## config.mk

```make
export PLATFORM = sky130hd
export DESIGN_NAME = dvemu
export DESIGN_NICKNAME = d
export VERILOG_FILES = /design/src/rtl/dvemu.sv
export SDC_FILE = /design/constraint.sdc
export NUM_CORES = 1
export LEC_CHECK = 0
export ABC_AREA = 0
export CAP_MARGIN = 20
export CORE_ASPECT_RATIO = 0.5
export CORE_UTILIZATION = 53
export DETAILED_ROUTE_END_ITERATION = 12
export GPL_ROUTABILITY_DRIVEN = 0
export PLACE_DENSITY = 0.79
export SYNTH_ARGS = -nofsm -noshare
export SYNTH_HDL_FRONTEND = slang
export SYNTH_SLANG_ARGS = --single-unit
```

## constraint.sdc

```tcl
create_clock -name clk -period 4.7 [get_ports clk]
set_input_delay 0.47 -clock clk [delete_from_list [all_inputs] [get_ports clk]]
set_output_delay 0.47 -clock clk [all_outputs]
set_load 0.02 [all_outputs]
```

## src/rtl/dvemu.sv

```systemverilog
// dvemu: sequential signed Q1.23 restoring divider with saturation; DVEMU_ROUND_EN adds a guard bit and rounds half away from zero.
module dvemu #(
  parameter int WIDTH = 24
) (
  input  logic             clk,
  input  logic             rst,
  input  logic             valid_i,
  input  logic [WIDTH-1:0] dividend_i,
  input  logic [WIDTH-1:0] divisor_i,
  output logic             ready_o,
  output logic [WIDTH-1:0] quot_o,
  output logic             valid_o
);
`ifdef DVEMU_ROUND_EN
  localparam int QW = WIDTH + 1;
`else
  localparam int QW = WIDTH;
`endif
  localparam int CW = $clog2(QW);
  localparam logic [CW-1:0] LAST = CW'(QW - 1);
  typedef enum logic [1:0] {IDLE, CALC, FIX} state_t;
  state_t            state;
  logic [WIDTH:0]    r;
  logic [WIDTH-1:0]  b;
  logic [QW-1:0]     q;
  logic [CW-1:0]     cnt;
  logic              neg, zero, sat;
  logic [WIDTH-1:0]  a_mag, b_mag, diff, res;
  logic [WIDTH:0]    mag;
  logic              ge, over;
  assign a_mag = dividend_i[WIDTH-1] ? -dividend_i : dividend_i;
  assign b_mag = divisor_i[WIDTH-1] ? -divisor_i : divisor_i;
  assign ge    = r >= {1'b0, b};
  assign diff  = ge ? WIDTH'(r - {1'b0, b}) : r[WIDTH-1:0];
`ifdef DVEMU_ROUND_EN
  assign mag   = (WIDTH+1)'(({1'b0, q} + (QW+1)'(1)) >> 1);
`else
  assign mag   = {1'b0, q};
`endif
  // sat covers |a| >= 2|b| (incl. zero divisor), where the 24 quotient bits would overflow
  assign over  = sat | mag[WIDTH] | mag[WIDTH-1];
  assign res   = zero ? '0
               : over ? (neg ? {1'b1, {(WIDTH-1){1'b0}}} : {1'b0, {(WIDTH-1){1'b1}}})
               : neg  ? -mag[WIDTH-1:0] : mag[WIDTH-1:0];
  always_ff @(posedge clk) begin
    if (rst) begin
      state   <= IDLE;
      ready_o <= 1'b1;
      valid_o <= 1'b0;
      quot_o  <= '0;
      cnt     <= '0;
    end else begin
      valid_o <= 1'b0;
      case (state)
        IDLE: if (valid_i) begin
          r       <= {1'b0, a_mag};
          b       <= b_mag;
          q       <= '0;
          cnt     <= '0;
          neg     <= dividend_i[WIDTH-1] ^ divisor_i[WIDTH-1];
          zero    <= a_mag == '0;
          sat     <= (a_mag != '0) && ({1'b0, a_mag} >= {b_mag, 1'b0});
          ready_o <= 1'b0;
          state   <= CALC;
        end
        CALC: begin
          r     <= {diff, 1'b0};
          q     <= {q[QW-2:0], ge};
          cnt   <= cnt + 1'b1;
          state <= (cnt == LAST) ? FIX : CALC;
        end
        FIX: begin
          quot_o  <= res;
          valid_o <= 1'b1;
          ready_o <= 1'b1;
          state   <= IDLE;
        end
        default: state <= IDLE;
      endcase
    end
  end
endmodule

```

# == Word level (Yosys, flattened, before mapping) ==
# Cells that the tools add are included.
# op_classes
mux,19
n_addsub,5
n_eq_ne,4
bitwise_logic,3
reduce_logical,10
n_lt_le_gt_ge,2
# op_table
op,count
24-bit 2-to-1 mux,8
24-bit negator,3
25-bit one-hot mux with 2 select lines,1
24-bit one-hot mux with 2 select lines,1
24-bit by 25-bit >= comparator with 1-bit output,1
25-bit by 24-bit >= comparator with 1-bit output,1
25-bit 2-to-1 mux,1
24-bit zero test,1
24-bit nonzero test,1
24-bit subtractor,1
5-bit one-hot mux with 2 select lines,1
3-bit AND reduction,2
5-bit by 1-bit adder with 5-bit output (second input constant),1
5-bit equality test (second input constant),1
5-bit 2-to-1 mux,1
2-bit 2-to-1 mux,2
2-bit one-hot mux with 2 select lines,1
2-bit AND reduction,2
2-bit nonzero test,2
2-bit by 1-bit equality test with 1-bit output (second input constant),1
2-bit equality test (second input constant),1
2-bit zero test,1
1-bit 2-to-1 mux,2
2-bit != test (second input constant),1
5 further kinds,5
# word_totals
in_bits,51
reg_bits,109

# == Logic depth before layout (Yosys ltp) ==
# Gate-level depths: netlist of the first run.
# depth
depth_word,4
mapped_depth,15
depth_no_buf,14

# == Least setup slack after synthesis of the first run ==
# No wires, ideal clock.
# synth_path
path_type,register to register
from,register state[1]
to,register q[0] (enable)
setup_time_ns,0.518
stages_incl_launch_ff,3
slack_ns,0.272
required_time_ns,4.182
arrival_ns,3.910
synth_period_minus_slack_ns,4.428
path_cell_list,dfxtp_1 > clkbuf_1 > nor3_1
# synth_via
elab_chain_len,3
# synth_lines
item,line,text
"start, declared",22,state_t state;
"start signal, assigned",70,state <= (cnt == LAST) ? FIX : CALC;
2-bit by 1-bit equality test with 1-bit output / 2-bit zero test (equally long branches),54,case (state)
2-bit nonzero test (no source line) / 2-bit != test (equally long branches),n/a,
3-bit AND reduction (no source line) *,n/a,
"end signal, assigned",68,"q <= {q[QW-2:0], ge};"
"end, declared",25,logic [QW-1:0] q;
# Mark *: on every way between the ends. The rest lies on a longest branch, timed or not.
# A chain may end at the register's enable or synchronous reset.

# == Worst setup path after layout of the first run ==
# layout_path
from,input divisor_i[6]
to,register sat (data pin)
# layout_via
elab_chain_len,4
# layout_lines
item,line,text
"start, declared",9,"input logic [WIDTH-1:0] divisor_i,"
24-bit negator,32,assign b_mag = divisor_i[WIDTH-1] ? -divisor_i : divisor_i;
24-bit 2-to-1 mux *,32,
24-bit by 25-bit >= comparator with 1-bit output *,62,"sat <= (a_mag != '0) && ({1'b0, a_mag} >= {b_mag, 1'b0});"
1-bit logical AND *,62,
"end signal, assigned",62,
"end, declared",27,"logic neg, zero, sat;"
# Marks and branches as above.

==> results of run 1 <==
-- path summary, 6_finish.rpt --
check / from / to / slack, ns
worst max-delay path: divisor_i[6] / sat / 0.76
worst max register to register: b[1] / r[1] / 1.16
worst min-delay path: quot_o[20] / quot_o[20] / 0.44
worst min register to register: quot_o[20] / quot_o[20] / 0.44
-- cell families after synthesis --
logic type      synth area share [%]
compound gates                  19.0
simple gates                    19.8
fa+ha+maj                       8.64
mux                            0.673
buf+inv                         4.84
flops                           38.6
xor+xnor                        8.39
-- critical path, delay by kind of cell --
kind	cells	cell delay [ns]
adder cells (fa/ha/maj)	1	0.29
AND/OR/NAND/NOR	6	1.53
buffers and inverters	2	0.65
XOR/XNOR	1	0.27
AO/OA/AOI/OAI	3	0.79
-- synth_stat cells (all sizes together) (8+ instances only) --
cell type / number
dfxtp: 33
a22oi: 8
xnor2: 43
nand2: 71
ha: 51
a211oi: 8
o21a: 11
a21oi: 29
edfxtp: 76
nor2: 83
o21ai: 52
inv: 63
a31oi: 17
and2: 27
nand3: 17
clkbuf: 33
a21o: 15
nand2b: 15
xor2: 30
nor3: 27
o31ai: 17
and3: 9
nor4: 8
or3: 14
-- power by group --
part / internal, W / total [W] / switching [W]
sequential: 0.00109 / 0.00113 / 0.0000376
combinational: 0.000278 / 0.000656 / 0.000378
clock: 0.000420 / 0.000780 / 0.000361
-- metrics by stage --
| step | hold WS (ns) | setup slack, ns | total power [W] | utilization [%] | instances |
|---|---|---|---|---|---|
| finish | 0.444 | 0.762 | 0.00257 | 64.5 | 1115 |
| global route | 0.475 | 0.496 | 0.00269 | 64.5 | 1115 |
| CTS | 0.449 | 0.838 | 0.00257 | 64.5 | 1115 |
| detailed placement | 0.441 | 0.487 | 0.00179 | 62.4 | 1099 |
| global placement | 0.435 | 0.542 | 0.00177 | 62.4 | 1099 |
| floorplan | 0.493 | 0.272 | 0.00160 | - | 855 |
-- registers in the layout, summed over array words and instances (netlist names) --
name / cells
valid_o: 1
quot_o: 24
zero: 1
b: 24
q: 24
sat: 1
ready_o: 1
r: 25
neg: 1
state: 2
cnt: 5
-- metal layers --
layer / global-route usage [%] / vias up
li1: - / 3225
met4: 5.68 / 0
met5: 0 / -
met3: 4.16 / 14
met2: 40.0 / 237
met1: 35.7 / 3057
-- final cells by class --
cell class                      count  area (sq um)
Tap cell                          192           240
Clock inverter                      6          71.3
Multi-Input combinational cell    648          4330
Clock buffer                       10           229
Fill cell                        1158          4890
Inverter                           63           236
Sequential cell                   109          2940
Timing Repair Buffer               87           843
==> impl_metrics.toml, run 1 <==
[run_status]
status = "finished clean"

[yosys]
synth_nets = 958
yosys.area.top_type = "edfxtp_1"
syn_inst = 855
synth_area_leaders = "edfxtp_1 (30%), dfxtp_1 (8.7%), ha_1 (8.4%)"
synth_seq_cells = 109
yosysSeqAreaShare_pct = 38.6
postSynthAreaPerCell_sq_um = 8.91
netlist.area_leader.share_pct = 29.9
yosys_warnings = 0
ys_types = 66
synth_edf_count = 76
synth-main-ff-cell = "edfxtp_1"
synth_area_sq_um = 7620
synthArstFlopShare_pct = 0

[cts]
clk_path_buf_depth = 2
cts_htree_levels = 3
cts_root_buf = "clkbuf_16"
cts_tree = "done"
cts-resized-gates = 0
clkSlewWorstSetupHoldPaths_ns = 0.07
clock_latency_ns = 0.35
ctsHoldBuffers = 0
cts.sinks = 109
numCtsBuffers = 9
postCtsSetupBuffers = 0

[final_layout]
final_cell_area_sq_um = 8890
drive_gt1_share_pct = 4.33
syn2layout_area_growth_pct = 16.6
mostFrequentLayoutCells = "nor2_1 (82), edfxtp_1 (76), clkdlybuf4s50_1 (76)"
antenna_cells = 0
final_common_cell = "nor2_1"
fin_nets = 1021

[setup_path]
slowest_stage = "or4_1"
crit_chain = "clkdlybuf4s50_1 > or4_1 > nor4_1 > buf_4 > nand3_1 > or4_1 > o31ai_1 > xor2_1 > ha_1 > a2111oi_0 > nand2_1 > a31oi_1 > nor4_1"
slowest_delay_ns = 0.61
reg2regPathDepth = 10
worstPathArrival_ns = 4.02
cp-start-kind = "primary input"
cp-end-kind = "flip-flop"
cp.required_ns = 4.78
path_class = "primary input to flip-flop"
cp_max_fo = 4

[drt]
wl_met1_um = 8590
initialDrtViolationCount = 427
dr.pass1.iters = 5
vias = 6533
via_per_inst = 5.86
ant_nets = 0
post_drt_wl_per_cell_um = 16.1
drt-total-wl_um = 17900
wl_met2_um = 7730
top_layer = "met4"
met3_length_um = 1450
post-route-drc-count = 0

[timing]
finalCriticalPeriod_ns = 3.94
setup_viol = 0
hold_violations = 0
rsz0062_at_grt = "no"
relSlewSlack_pct = 28.4
finalClockSkew_ns = 0.0100
period_share_pct = 83.8
drv_slew = 0
tightest_slew_ns = 1.07
max_freq_ghz = 0.254
tns_ns = 0

[grt]
grt_pass1_wl_um = 29100
grt_overflow = 0
grt_pass1_vias = 6024
grtUsageTotal_pct = 25.1
antenna_found_initial = 0
grt_max_degree = 51

[power_and_ir_drop]
p_leak_nw = 3.49
ir_drop_uv = 180
power_density_nw_per_um2 = 289

[floorplan]
initial_core_util_pct = 55.3
rows = 30
core_area_sq_um = 13800
dieArea_sq_um = 14900
die_y_um = 86.8
die_width_um = 172
io_pins = 77

[place]
place_area_sq_um = 8590
io_buffer_count = 76
dp_hpwl_um = 13800

[flow_run]
drv_cap = 0

[min_path]
hold_class = "flip-flop to flip-flop"
hold_depth = 2
Note: power is estimated with default switching activity, not from simulation.
==> run 2, diff against run 1 <==
==> constraint.sdc (replaced) <==
create_clock -name clk -period 3.5 [get_ports clk]
set_input_delay 0.35 -clock clk [delete_from_list [all_inputs] [get_ports clk]]
set_output_delay 0.35 -clock clk [all_outputs]
set_load 0.02 [all_outputs]
==> impl_metrics.toml, run 2 (synthesized netlist as in run 1, its figures left out) <==
[setup_path]
timing.critical_path.mode_cell = "or4_4"
worstPathArrival_ns = 3.58
cp-start-kind = "primary input"
regToRegSetupSlack_ns = 0.39
slowest_stage = "or4_4"
slowest_delay_ns = 0.57
timing.rr.start = "b[1]"
path_class = "primary input to flip-flop"
crit_chain = "dlymetal6s2s_1 > or4_4 > nor4_4 > buf_4 > nand3_1 > or4_4 > o31ai_4 > xor2_2 > ha_4 > a2111oi_4 > nand2_1 > a31oi_1 > nor4_1"
cp-end-kind = "flip-flop"
worst_r2r_endpoint = "r[11]"
cp.required_ns = 3.58
reg2regPathDepth = 11
cp_max_fo = 2

[drt]
via_per_inst = 5.80
dr.pass1.iters = 5
post_drt_wl_per_cell_um = 16.4
ant_nets = 0
initialDrtViolationCount = 496
drt-total-wl_um = 19500
post-route-drc-count = 0
vias = 6907

[timing]
period_share_pct = 100
tightest_slew_ns = 0.926
relSlewSlack_pct = 38.1
finalClockSkew_ns = 0.00801
max_freq_ghz = 0.286
hold_violations = 0
setup_ws_ns = -0.00136
setup_viol = 1
drv_slew = 0
finalCriticalPeriod_ns = 3.50

[grt]
grt_util_met2_pct = 41.1
grt_pass1_wl_um = 30700
use_met1_pct = 36.5
grt_overflow = 0
grt_pass1_vias = 6259
antenna_found_initial = 0
met3_usage_pct = 6.07
grt.busiest_layer = "met2"
grtUsageTotal_pct = 26.3
grt_max_degree = 51

[min_path]
hold_depth = 2
hold_class = "flip-flop to flip-flop"
hold_path.startpoint = "quot_o[22]"
holdPathEnd = "quot_o[22]"

[power_and_ir_drop]
ir_drop_uv = 247
p_sw_share_pct = 31.4
p_sw_w = 0.00111
p_seq_share_pct = 43.0
finalPower_w = 0.00353
power_frac_comb_pct = 28.7
internal-power_w = 0.00242
power_density_nw_per_um2 = 367
p_leak_nw = 3.91
power_frac_clock_pct = 28.3

[floorplan]
core_area_sq_um = 13800
dieArea_sq_um = 14900
die_width_um = 172
rows = 30
initial_core_util_pct = 55.3
io_pins = 77
die_y_um = 86.8

[cts]
cts_htree_levels = 3
clock_latency_ns = 0.36
cts.sinks = 109
cts_root_buf = "clkbuf_16"
clkSlewWorstSetupHoldPaths_ns = 0.08
clk_path_buf_depth = 2
numCtsBuffers = 9
cts_tree = "done"

[final_layout]
fin_nets = 1097
mostFrequentLayoutCells = "buf_4 (86), nor2_1 (82), edfxtp_1 (76)"
syn2layout_area_growth_pct = 26.1
antenna_cells = 0
final_common_cell = "buf_4"
stdcell_count = 1191
largest_reg_flops = 25
drive_gt1_share_pct = 13.4
regMostFlops = "r"

[place]
io_buffer_count = 76
dp_hpwl_um = 14600
placed_cells = 1172
post-place-ws_ns = -0.464

[run_status]
violations = "negative setup slack"
status = "finished with violations"

[flow_run]
drv_cap = 0
==> run 2: cell count changes in the layout (fill, tap and decap cells not counted), sizes merged <==
| cell | delta |
|---|---|
| buf | +76 |
| dlymetal6s2s | +4 |
| bufinv | -1 |
| clkinv | +1 |
| clkdlybuf4s50 | -4 |
==> run 2: cell type report <==
| class | count | area (sq um) |
|---|---|---|
| clock buffers | 10 | 229 |
| well taps | 192 | 240 |
| multi-input cells | 648 | 4470 |
| flip-flops and latches | 109 | 2940 |
| inverters | 63 | 236 |
| repair buffers | 163 | 1440 |
| clock inverters | 6 | 55.1 |
| fillers | 1059 | 4170 |
==> run 2: how the worst max path moves through the flow <==
| stage | startpoint | slack, ns | to |
|---|---|---|---|
| finish | divisor_i[5] | -0.001 | sat |
| global route | divisor_i[5] | -0.11 | sat |
| detailed placement | divisor_i[7] | -0.46 | sat |
| global placement | divisor_i[6] | -0.39 | sat |
| floorplan | divisor_i[6] | 0.05 | sat |
| CTS | divisor_i[7] | 0.00006 | sat |
==> run 2: power groups by stage <==
stage / sequential, W / combinational [W] / clock (W)
global route: 0.00152 / 0.00111 / 0.00106
floorplan: 0.00153 / 0.000623 / 0
global placement: 0.00154 / 0.000913 / 0
CTS: 0.00151 / 0.000962 / 0.00101
finish: 0.00152 / 0.00101 / 0.00100
detailed placement: 0.00154 / 0.000950 / 0
==> run 2: stage by stage <==
| stage | instance area [sq um] | setup TNS [ns] | hold slack (ns) | util, % |
|---|---|---|---|---|
| global route | 9610 | -0.112 | 0.464 | 69.7 |
| floorplan | 7630 | 0 | 0.449 | - |
| global placement | 9160 | -0.432 | 0.435 | 66.5 |
| detailed placement | 9160 | -0.579 | 0.440 | 66.5 |
| finish | 9610 | -0.00136 | 0.445 | 69.7 |
| CTS | 9450 | 0 | 0.451 | 68.6 |
==> run 2: metal layers <==
metal  up-vias  routed length (um)
met4         0                 372
li1       3368                   -
met5         -                   0
met2       295                8560
met3        40                1630
met1      3204                8980
==> run 2: critical path: cells and delay by family <==
kind | cells | cell delay [ns]
compound gates | 3 | 0.83
simple gates | 6 | 1.61
fa+ha+maj | 1 | 0.25
buf+inv | 2 | 0.28
xor+xnor | 1 | 0.26
==> run 2: what timing repair did <==
item                                    4_1_cts  5_1_grt
pin swaps                                     1       13
endpoints found under the setup margin        1        1
hold buffers                                  0        0
setup buffers                                 0        3
gates resized for setup                       3       25
==> run 3, diff against run 2 <==
--- a/config.mk
+++ b/config.mk
@@ -7,11 +7,13 @@
 export LEC_CHECK = 0
 export ABC_AREA = 0
 export CAP_MARGIN = 20
+export CELL_PAD_IN_SITES_DETAIL_PLACEMENT = 2
+export CELL_PAD_IN_SITES_GLOBAL_PLACEMENT = 2
 export CORE_ASPECT_RATIO = 0.5
-export CORE_UTILIZATION = 53
+export CORE_UTILIZATION = 32
 export DETAILED_ROUTE_END_ITERATION = 12
 export GPL_ROUTABILITY_DRIVEN = 0
-export PLACE_DENSITY = 0.79
+export PLACE_DENSITY = 0.77
 export SYNTH_ARGS = -nofsm -noshare
 export SYNTH_HDL_FRONTEND = slang
 export SYNTH_SLANG_ARGS = --single-unit
==> impl_metrics.toml, run 3 (synthesized netlist as in run 1, its figures left out) <==
[run_status]
status = "finished with violations"
violations = "design-rule violations"

[setup_path]
path_class = "primary input to flip-flop"
crit_path_start = "dividend_i[5]"
reg2regPathDepth = 12
cp-end-kind = "flip-flop"
cp_max_fo = 4
cp-start-kind = "primary input"
regToRegSetupSlack_ns = 0.16
worst_r2r_endpoint = "r[18]"
timing.rr.start = "b[1]"
worstPathArrival_ns = 3.60
critical_path.endpoint = "sat"
cp.required_ns = 3.61

[timing]
finalClockSkew_ns = 0.0121
drv_slew = 0
tns_ns = 0
hold_violations = 0
finalCriticalPeriod_ns = 3.49
period_share_pct = 99.8
max_freq_ghz = 0.286
tightest_slew_ns = 1.02
relSlewSlack_pct = 31.9
setup_viol = 0

[drt]
ant_nets = 0
initialDrtViolationCount = 480
post-route-drc-count = 4
post_drt_wl_per_cell_um = 23.7
drt-total-wl_um = 31700
vias = 7539
via_per_inst = 5.63
dr.pass1.iters = 9

[floorplan]
initial_core_util_pct = 33.0
core_area_sq_um = 23100
die_width_um = 220
die_y_um = 111
rows = 39
dieArea_sq_um = 24500
io_pins = 77

[final_layout]
drive_gt1_share_pct = 17.7
final_core_util_pct = 43.8
mostFrequentLayoutCells = "buf_4 (118), nor2_1 (82), edfxtp_1 (76)"
antenna_cells = 0
syn2layout_area_growth_pct = 32.6
final_common_cell = "buf_4"
regMostFlops = "r"
largest_reg_flops = 25
fin_nets = 1130

[power_and_ir_drop]
p_sw_share_pct = 34.3
p_seq_share_pct = 39.9
p_sw_w = 0.00131
internal-power_w = 0.00251
p_leak_nw = 4.09
ir_drop_uv = 253
power_frac_comb_pct = 32.6
power_density_nw_per_um2 = 378
power_frac_clock_pct = 27.5
finalPower_w = 0.00382

[cts]
cts_htree_levels = 3
clock_latency_ns = 0.37
cts_tree = "done"
clkSlewWorstSetupHoldPaths_ns = 0.08
numCtsBuffers = 9
cts_root_buf = "clkbuf_16"
clk_path_buf_depth = 2
cts.sinks = 109

[place]
dp_hpwl_um = 21000
io_buffer_count = 76

[flow_run]
drv_cap = 0

[grt]
grt_pass1_vias = 8299
grt_overflow = 0
grtUsageTotal_pct = 26.2
antenna_found_initial = 1
grt_max_degree = 51
grt_pass1_wl_um = 48900

[min_path]
hold_class = "flip-flop to flip-flop"
==> run 3: final cells by class <==
class / instances / area (sq um)
Timing Repair Buffer: 196 / 1680
Sequential cell: 109 / 2940
Fill cell: 2497 / 13000
Tap cell: 307 / 384
Clock buffer: 10 / 239
Inverter: 63 / 236
Clock inverter: 6 / 45.0
Multi-Input combinational cell: 648 / 4580
==> run 3: per-layer routing <==
metal  vias to the layer above  wire length (um)  GRT usage, %
li1                       3424                 -             -
met4                         0              1310          11.0
met5                         -                 0             0
met1                      3796             13300          32.4
met3                        89              1710          4.88
met2                       230             15400          44.5
==> run 3: power by group through the flow <==
stage	Sequential [W]	Combinational [W]	Clock, W
2_1_floorplan	0.00153	0.000623	0
3_3_place_gp	0.00154	0.000997	0
3_5_place_dp	0.00155	0.00108	0
4_1_cts	0.00152	0.00117	0.00107
5_1_grt	0.00153	0.00133	0.00111
6_report	0.00152	0.00125	0.00105
==> run 3: worst min path at each step <==
| stage | startpoint | to | cells after the start | slack [ns] |
|---|---|---|---|---|
| final | ready_o | ready_o | 2 | 0.45 |
| after global routing | ready_o | ready_o | 2 | 0.48 |
| after CTS | ready_o | ready_o | 2 | 0.46 |
| after detailed placement | quot_o[3] | quot_o[3] | 2 | 0.44 |
| after global placement | ready_o | ready_o | 2 | 0.44 |
| after floorplan | divisor_i[0] | b[0] | 0 | 0.45 |
==> run 3: metrics by stage <==
| step | area, sq um | instances | hold WS (ns) | worst slack (ns) |
|---|---|---|---|---|
| 4_1_cts | 9990 | 1337 | 0.456 | 0.0118 |
| 6_report | 10100 | 1339 | 0.451 | 0.00548 |
| 5_1_grt | 10100 | 1339 | 0.484 | -0.111 |
| 3_5_place_dp | 9470 | 1308 | 0.441 | -0.808 |
| 3_3_place_gp | 9470 | 1308 | 0.438 | -0.513 |
| 2_1_floorplan | 7630 | 855 | 0.449 | 0.0521 |
==> run 3: critical path: stages <==
cell	delay (ns)
clkdlybuf4s50_1	0.42
or3_1	0.47
buf_4	0.19
o21ai_0	0.25
xnor2_1	0.21
buf_4	0.20
a2111oi_1	0.61
buf_4	0.22
nand4_1	0.17
nor4_4	0.40
nor4_1	0.11
==> run 3: what timing repair did <==
action | 4_1_cts | 5_1_grt
buffers inserted | 14 | 2
pin swaps | 20 | 8
gates resized for setup | 32 | 20
hold buffers | 0 | 0
setup endpoints to repair | 1 | 2
